`src/rtl/mem_port_arbiter_pkg.sv`:
```
// Shared constants for the unified-memory port arbiter: FSM encoding and common words.
package mem_port_arbiter_pkg;

  typedef enum logic [1:0] {
    StIdle  = 2'd0,
    StData  = 2'd1,
    StInstr = 2'd2,
    StError = 2'd3
  } state_e;

  localparam logic [31:0] ZeroWord = 32'h0000_0000;

  function automatic logic is_access(input state_e s);
    return (s == StData) || (s == StInstr);
  endfunction

endpackage

```
`src/rtl/mem_timeout_ctr.sv`:
```
// Wait counter for an outstanding memory access; flags the TIMEOUT-th cycle without an ack.
module mem_timeout_ctr #(
  parameter int unsigned TIMEOUT = 255,
  parameter int unsigned CNT_W   = 8
) (
  input  logic clk,
  input  logic rst,
  input  logic clear,
  input  logic enable,
  output logic expired
);

  logic [CNT_W-1:0] cnt_q;

  always_ff @(posedge clk or posedge rst) begin
    if (rst) begin
      cnt_q <= '0;
    end else if (clear) begin
      cnt_q <= '0;
    end else if (enable) begin
      cnt_q <= cnt_q + CNT_W'(1);
    end
  end

  // Fires while the counter still reads TIMEOUT-1, so the FSM leaves on the edge it would reach TIMEOUT.
  assign expired = enable && (cnt_q == CNT_W'(TIMEOUT - 1));

endmodule

```
`src/rtl/mem_port_arbiter.sv`:
```
// Arbitrates instruction fetch and data access onto one single-port unified memory.
module mem_port_arbiter
  import mem_port_arbiter_pkg::*;
#(
  parameter int unsigned TIMEOUT = 255,
  parameter int unsigned CNT_W   = 8
) (
  input  logic        clk,
  input  logic        rst,
  input  logic        if_req,
  input  logic [31:0] if_addr,
  input  logic        mem_read_in,
  input  logic        mem_write_in,
  input  logic [31:0] mem_addr,
  input  logic [31:0] mem_wdata,
  output logic        port_req,
  output logic        port_we,
  output logic [31:0] port_addr,
  output logic [31:0] port_wdata,
  input  logic        port_ack,
  input  logic [31:0] port_rdata,
  output logic [31:0] if_rdata,
  output logic        if_valid,
  output logic [31:0] mem_rdata,
  output logic        mem_valid,
  output logic        stall_if,
  output logic        stall_pipe,
  output logic        err
);

  state_e      state_q;
  logic        we_q;
  logic        err_q;
  logic [31:0] addr_q;
  logic [31:0] wdata_q;
  logic [31:0] if_hold_q;
  logic [31:0] mem_hold_q;

  logic data_pend;
  logic in_data;
  logic in_instr;
  logic ctr_clear;
  logic ctr_en;
  logic expired;

  assign data_pend = mem_read_in | mem_write_in;
  assign in_data   = (state_q == StData);
  assign in_instr  = (state_q == StInstr);
  // Every entry to an access comes from IDLE or from an ack cycle, so clearing there covers all entries.
  assign ctr_clear = (state_q == StIdle) | port_ack;
  assign ctr_en    = is_access(state_q) & ~port_ack;

  mem_timeout_ctr #(
    .TIMEOUT(TIMEOUT),
    .CNT_W  (CNT_W)
  ) u_timeout (
    .clk    (clk),
    .rst    (rst),
    .clear  (ctr_clear),
    .enable (ctr_en),
    .expired(expired)
  );

  always_ff @(posedge clk or posedge rst) begin
    if (rst) begin
      state_q    <= StIdle;
      we_q       <= 1'b0;
      err_q      <= 1'b0;
      addr_q     <= ZeroWord;
      wdata_q    <= ZeroWord;
      if_hold_q  <= ZeroWord;
      mem_hold_q <= ZeroWord;
    end else begin
      unique case (state_q)
        StIdle: begin
          if (data_pend) begin
            state_q <= StData;
            we_q    <= mem_write_in;
            addr_q  <= mem_addr;
            wdata_q <= mem_wdata;
          end else if (if_req) begin
            state_q <= StInstr;
            we_q    <= 1'b0;
            addr_q  <= if_addr;
          end
        end
        StData: begin
          if (port_ack) begin
            if (!we_q) mem_hold_q <= port_rdata;
            we_q <= 1'b0;
            if (if_req) begin
              state_q <= StInstr;
              addr_q  <= if_addr;
            end else begin
              state_q <= StIdle;
            end
          end else if (expired) begin
            state_q <= StError;
            we_q    <= 1'b0;
            err_q   <= 1'b1;
          end
        end
        StInstr: begin
          if (port_ack) begin
            if_hold_q <= port_rdata;
            if (data_pend) begin
              state_q <= StData;
              we_q    <= mem_write_in;
              addr_q  <= mem_addr;
              wdata_q <= mem_wdata;
            end else begin
              state_q <= StIdle;
            end
          end else if (expired) begin
            state_q <= StError;
            err_q   <= 1'b1;
          end
        end
        StError: state_q <= StError;
        default: state_q <= StError;
      endcase
    end
  end

  always_comb begin
    port_req   = is_access(state_q);
    port_we    = we_q;
    port_addr  = addr_q;
    port_wdata = wdata_q;
    mem_valid  = in_data & port_ack;
    if_valid   = in_instr & port_ack;
    mem_rdata  = (mem_valid && !we_q) ? port_rdata : mem_hold_q;
    if_rdata   = if_valid ? port_rdata : if_hold_q;
    err        = err_q;
    // Stalls look at live inputs, so reset has to mask them explicitly.
    stall_pipe = ~rst & ((state_q == StError) | (in_data & ~port_ack) | (~in_data & data_pend));
    stall_if   = stall_pipe | (~rst & if_req & ~if_valid);
  end

endmodule
```
`config.mk`:
```
export PLATFORM = sky130hd
export DESIGN_NAME = mem_port_arbiter
export DESIGN_NICKNAME = d
export VERILOG_FILES = /design/src/rtl/mem_port_arbiter_pkg.sv /design/src/rtl/mem_timeout_ctr.sv /design/src/rtl/mem_port_arbiter.sv
export SDC_FILE = /design/constraint.sdc
export NUM_CORES = 1
export LEC_CHECK = 0
export CAP_MARGIN = 20
export CELL_PAD_IN_SITES_DETAIL_PLACEMENT = 1
export CELL_PAD_IN_SITES_GLOBAL_PLACEMENT = 1
export CORE_MARGIN = 8
export CORE_UTILIZATION = 33
export DETAILED_ROUTE_END_ITERATION = 7
export GPL_TIMING_DRIVEN = 0
export PLACE_DENSITY_LB_ADDON = 0.12
export REMOVE_ABC_BUFFERS = 1
export SLEW_MARGIN = 30
export SYNTH_ARGS = -nofsm -noshare
export SYNTH_HDL_FRONTEND = slang
export SYNTH_SLANG_ARGS = --single-unit
```
`constraint.sdc`:
```
create_clock -name clk -period 6.4 [get_ports clk]
set_input_delay 1.28 -clock clk [delete_from_list [all_inputs] [get_ports clk]]
set_output_delay 1.28 -clock clk [all_outputs]
set_load 0.05 [all_outputs]
```
-- Yosys cells after proc, flatten, opt, wreduce, memory -nomap -nowiden
Index checks and enable logic that the tools add are counted.
- flip-flop bits (word level): 140
- input bits: 134
- output and inout bits: 135
- word-level logic and storage cells: 79
- add/sub/neg operators: 1
- equality and inequality tests: 9
- muxes and demuxes: 28
- bitwise operators: 18
- reductions and logical operators: 15
- operators with widths (operator ; number):
    2-to-1 mux 32 bit ; 9
    case mux 32 bit (3 select lines) ; 1
    case mux 32 bit (2 select lines) ; 1
    2-to-1 mux 8 bit ; 2
    2-to-1 mux 2 bit ; 6
    adder 8 x 1 -> 8 bit (second input constant) ; 1
    AND 1 bit ; 8
    == test 8 bit (second input constant) ; 1
    case mux 2 bit (4 select lines) ; 1
    2-to-1 mux 1 bit ; 7
    inequality test 2 bit (second input constant) ; 3
    AND reduction 3 bit ; 2
    NOT 1 bit ; 5
    OR 1 bit ; 5
    AND reduction 5 bit ; 1
    == test 2 bit (second input constant) ; 2
    AND reduction 2 bit ; 2
    AND reduction 4 bit ; 1
    nonzero test 2 bit ; 2
    inequality test 3 x 2 -> 1 bit (second input constant) ; 1
    inequality test 3 bit (second input constant) ; 1
    case mux 1 bit (3 select lines) ; 1
    nonzero test 3 bit ; 1
    == test 2 x 1 -> 1 bit (second input constant) ; 1
    5 further kinds ; 6

-- Logic depth before layout (Yosys ltp)
- word-level depth: 7
- mapped depth: 8
- depth with buffers taken out: 6

-- Modules after synthesis
From an unflattened synthesis, not the netlist that was laid out.
- cell total of the unflattened synthesis: 511
- area, all modules: 6697.7 um2
- by module, submodules not included (module ; times used ; cells an instance ; area each (um2) ; sequential area each (um2)):
    mem_port_arbiter ; 1 ; 469 ; 6278.5 ; 3303.2
    mem_timeout_ctr ; 1 ; 42 ; 419.2 ; 200.2

-- Worst setup path after synthesis
No wires, ideal clock.
- kind: input to output
- start point: input rst
- end point: output stall_if
- arrival time: 5.286 ns
- data required time: 5.120 ns
- path slack: -0.166 ns
- cell stages on the path: 3
- buffers on the path: 0
- cells stage by stage: inv_1 -> and2_1 -> a31o_2
- elaborated cells between the ends (all ways): 5
- classes of those cells: bitwise: 5
- RTL lines (element ; RTL line ; source):
    from (decl) ; mem_port_arbiter.sv:9 ; input logic rst,
    NOT 1 bit ; mem_port_arbiter.sv:136 ; stall_pipe = ~rst & ((state_q == StError) | (in_data & ~port_ack) | (~in_data & data_pend));
    AND 1 bit ; mem_port_arbiter.sv:136 ;
    net stall_pipe ; mem_port_arbiter.sv:27 ; output logic stall_pipe,
    OR 1 bit ; mem_port_arbiter.sv:137 ; stall_if = stall_pipe | (~rst & if_req & ~if_valid);
    to (decl) ; mem_port_arbiter.sv:26 ; output logic stall_if,
The timed path passes the listed nets, and every way through them passes these cells.

-- Worst setup path after layout
- start point: input port_ack
- end point: output mem_rdata[17]
- cells in the longest elaborated chain, start to end: 3
- RTL lines (element ; RTL line ; source):
    from (decl) ; mem_port_arbiter.sv:20 ; input logic port_ack,
    AND 1 bit ; mem_port_arbiter.sv:130 ; mem_valid = in_data & port_ack;
    logical AND 1 bit ; mem_port_arbiter.sv:132 ; mem_rdata = (mem_valid && !we_q) ? port_rdata : mem_hold_q;
    2-to-1 mux 32 bit ; mem_port_arbiter.sv:132 ;
    to (decl) ; mem_port_arbiter.sv:24 ; output logic [31:0] mem_rdata,
No other way between the ends.

==> metrics <==
Die W=~150 um; Port Buffers=between 200 and 300; Tmin final=5.13 ns; routed wire length=19.6 mm; Required @ worst endpoint=around 5.1 ns; multiplexer share of the synthesized area=23.7%; synthesized flop and latch total=140; Mapped Area=0.00616 sq mm; latest clock arrival within the worst-skew pair=0.41 ns; CP dominant cell by count=clkdlybuf4s50_1; Power, Total=2260 uW; Post-synth EDFFs=0; sequential share of the synthesized area=56.9%; Clk network pwr share=43.7%; Die ar.=0.0233 sq mm; Fin Setup TNS=0 ns; prevailing post-synth register cell=dfrtp_1; # setup viols final=0; commonest non-fill, non-tap cells in the layout=clkdlybuf4s50_1 (268), dfrtp_1 (140), mux2_2 (128); fin cells=953; clock slew at reported path FFs=0.06 ns; Gate power share=15.0%; Crit Path Class=input port to primary output; worst slew pin tran=0.845 ns; initial DRC count=150; DR DRC count=0; synthesized-area fraction occupied by adder cells=1.22%; fmax=195 MHz; P_sw=roughly 560 uW; PD cells=231 mW/mm^2; GPL Wtd Cong=0.747; Internal=between 1500 and 2000 uW; Crit. End Element=primary output; total core area=between 0.015 and 0.02 sq mm; post-CTS setup buffer count=0; CTS resizes=0; Switching Share=24.6%; met3 wire length=1.42 mm; first-pass GRT wire length=30.8 mm; area grow syn2layout=58.3%; Met2 Wirelength=10.0 mm; HPWL Detailed=14.9 mm; CP arrival=3.85 ns; largest net degree at the start of global routing=between 70 and 80; antenna diode count=0; initial core utilization=between 30% and 40%; crit share post-route=80.2%; commonest non-fill, non-tap cell in the layout=clkdlybuf4s50_1; routed len/inst=~21 um; Flop pwr share=roughly 40%; TritonCTS clock tree=built; CTS sink count=140; average instance area after synthesis=13.9 sq um; antenna violations before repair=0; htree depth=4; layout cells sized above 1=24.2%; Vias=4,700; total CTS buffers=17; RSZ-0062 raised after global routing=no; Max rail drop VDD=0.000146 V; remaining global-route overflow=0; max-cap viol count=0; deepest clock path buffer count=2; crit path cell chain=clkdlybuf4s50_1, and2_1, nand2_4, buf_12, mux2_2, clkdlybuf4s50_1; placed cells=923; Pleak=0.00436 uW; CP max stage delay=approximately 0.73 ns; Post-Synthesis Cells=~440; Fin. Hold Viols=0; yosys warns=0; Distinct cells, synth=36; largest family of logic cells by synthesized area=multiplexers; final antenna-violating net count=0; Die Span Y=153 um; Via density=~4.9; min-delay worst type=register to register; number of global-route vias before repair=approximately 5,400; Slew Viols, Final=0; Synth Area in XOR/XNOR=0.711%; highest metal used=met4; Worst Setup Start Kind=input port; CTS root buffer=clkbuf_16; std cell rows=50; Crit-path slowest cell=clkdlybuf4s50_1; status=completed; Slew headroom=~43%; DRT Pass-1 Iters=4; clock skew=0.0110 ns; Post-Synth Simple-Gate Area=2.84%; Final nets=848; asr flop ratio synth=100%; Top Ports=269; GRT Total Usage=around 17%; Met1 Routed Length=7.87 mm; hold buffers post-CTS=0; Synth Area in Compound Gates=11.9%; Critical Path Fanout Max=44
==> sequential cells by signal (all words and copies together) (netlist names) <==
register,count
state_q,2
port_we,1
port_wdata,32
if_hold_q,32
err,1
port_addr,32
mem_hold_q,32
u_timeout.cnt_q,8
==> routing by layer <==
layer  up-vias  track usage (%)
met5         -                0
met4         0             4.29
met3        14             6.78
li1       2160                -
met1      2366             18.1
met2       160             29.6
==> area by class of cell <==
| cell class | count | area, sq um |
|---|---|---|
| clock inverters | 6 | 83.8 |
| fillers | 1882 | 8770 |
| repair buffers | 274 | 2780 |
| well taps | 234 | 293 |
| inverters | 10 | 45.0 |
| flip-flops and latches | 140 | 3500 |
| clock buffers | 24 | 512 |
| multi-input cells | 265 | 2530 |
==> worst max-delay path: cells and delay by family <==
family        cells  cell delay (ns)
mux               1             0.37
buf+inv           3             1.59
simple gates      2             0.57
==> kinds of logic (layout without fill, tap and decap cells) <==
kind of cell    Yosys count  count (layout)
flops                   140             140
buf+inv                  39             314
simple gates             36              36
fa+ha+maj                 6               6
mux                     130             130
compound gates           88              88
xor+xnor                  5               5
==> power groups by stage <==
stage                     logic [uW]  registers, uW  clock network (uW)
final                            340            931                 987
after detailed placement         344            946                   0
after global routing             358            934                1050
after global placement           333            944                   0
after floorplan                 63.8           1050                   0
after CTS                        345            931                1020
==> synthesized netlist by cell type (all sizes together) (2+ instances only) <==
| library cell | n | area (sq um) |
|---|---|---|
| dfrtp | 140 | 3500 |
| mux2 | 128 | 1440 |
| a22o | 62 | 543 |
| buf | 22 | 106 |
| nor2 | 11 | 41.3 |
| inv | 10 | 37.5 |
| nand2 | 8 | 32.5 |
| clkbuf | 7 | 26.3 |
| o21ai | 7 | 38.8 |
| ha | 6 | 75.1 |
| a21oi | 5 | 25.0 |
| nand4 | 4 | 25.0 |
| nor3 | 4 | 20.0 |
| and2 | 3 | 18.8 |
| xor2 | 3 | 26.3 |
| a211oi | 2 | 27.5 |
| a22oi | 2 | 15.0 |
| mux2i | 2 | 20.0 |
| nor2b | 2 | 12.5 |
| or2 | 2 | 12.5 |
| or3 | 2 | 12.5 |
| xnor2 | 2 | 17.5 |
==> per-stage QoR <==
| step | area [sq um] | utilization [%] | hold slack, ns | setup slack [ns] |
|---|---|---|---|---|
| after detailed placement | 9160 | 49.4 | 0.460 | 1.25 |
| after CTS | 9750 | 52.7 | 0.475 | 1.22 |
| after floorplan | 6030 | - | 0.474 | -0.166 |
| after global placement | 9000 | 48.6 | 0.456 | -2.14 |
| after global routing | 9750 | 52.7 | 0.483 | 1.15 |
| final | 9750 | 52.7 | 0.473 | 1.27 |
==> path summary, 6_finish.rpt <==
check | start | to | slack [ns] | depth (start not counted)
min in group asynchronous | rst | port_wdata[15] | 1.33 | 2
max in group asynchronous | rst | port_addr[31] | 4.33 | 3
worst max-delay path | port_ack | mem_rdata[17] | 1.27 | 6
worst max register to register | state_q[1] | port_addr[1] | 3.60 | 6
worst min-delay path | err | err | 0.47 | 1
worst min register to register | err | err | 0.47 | 1
Note: power is estimated with default switching activity, not from simulation.
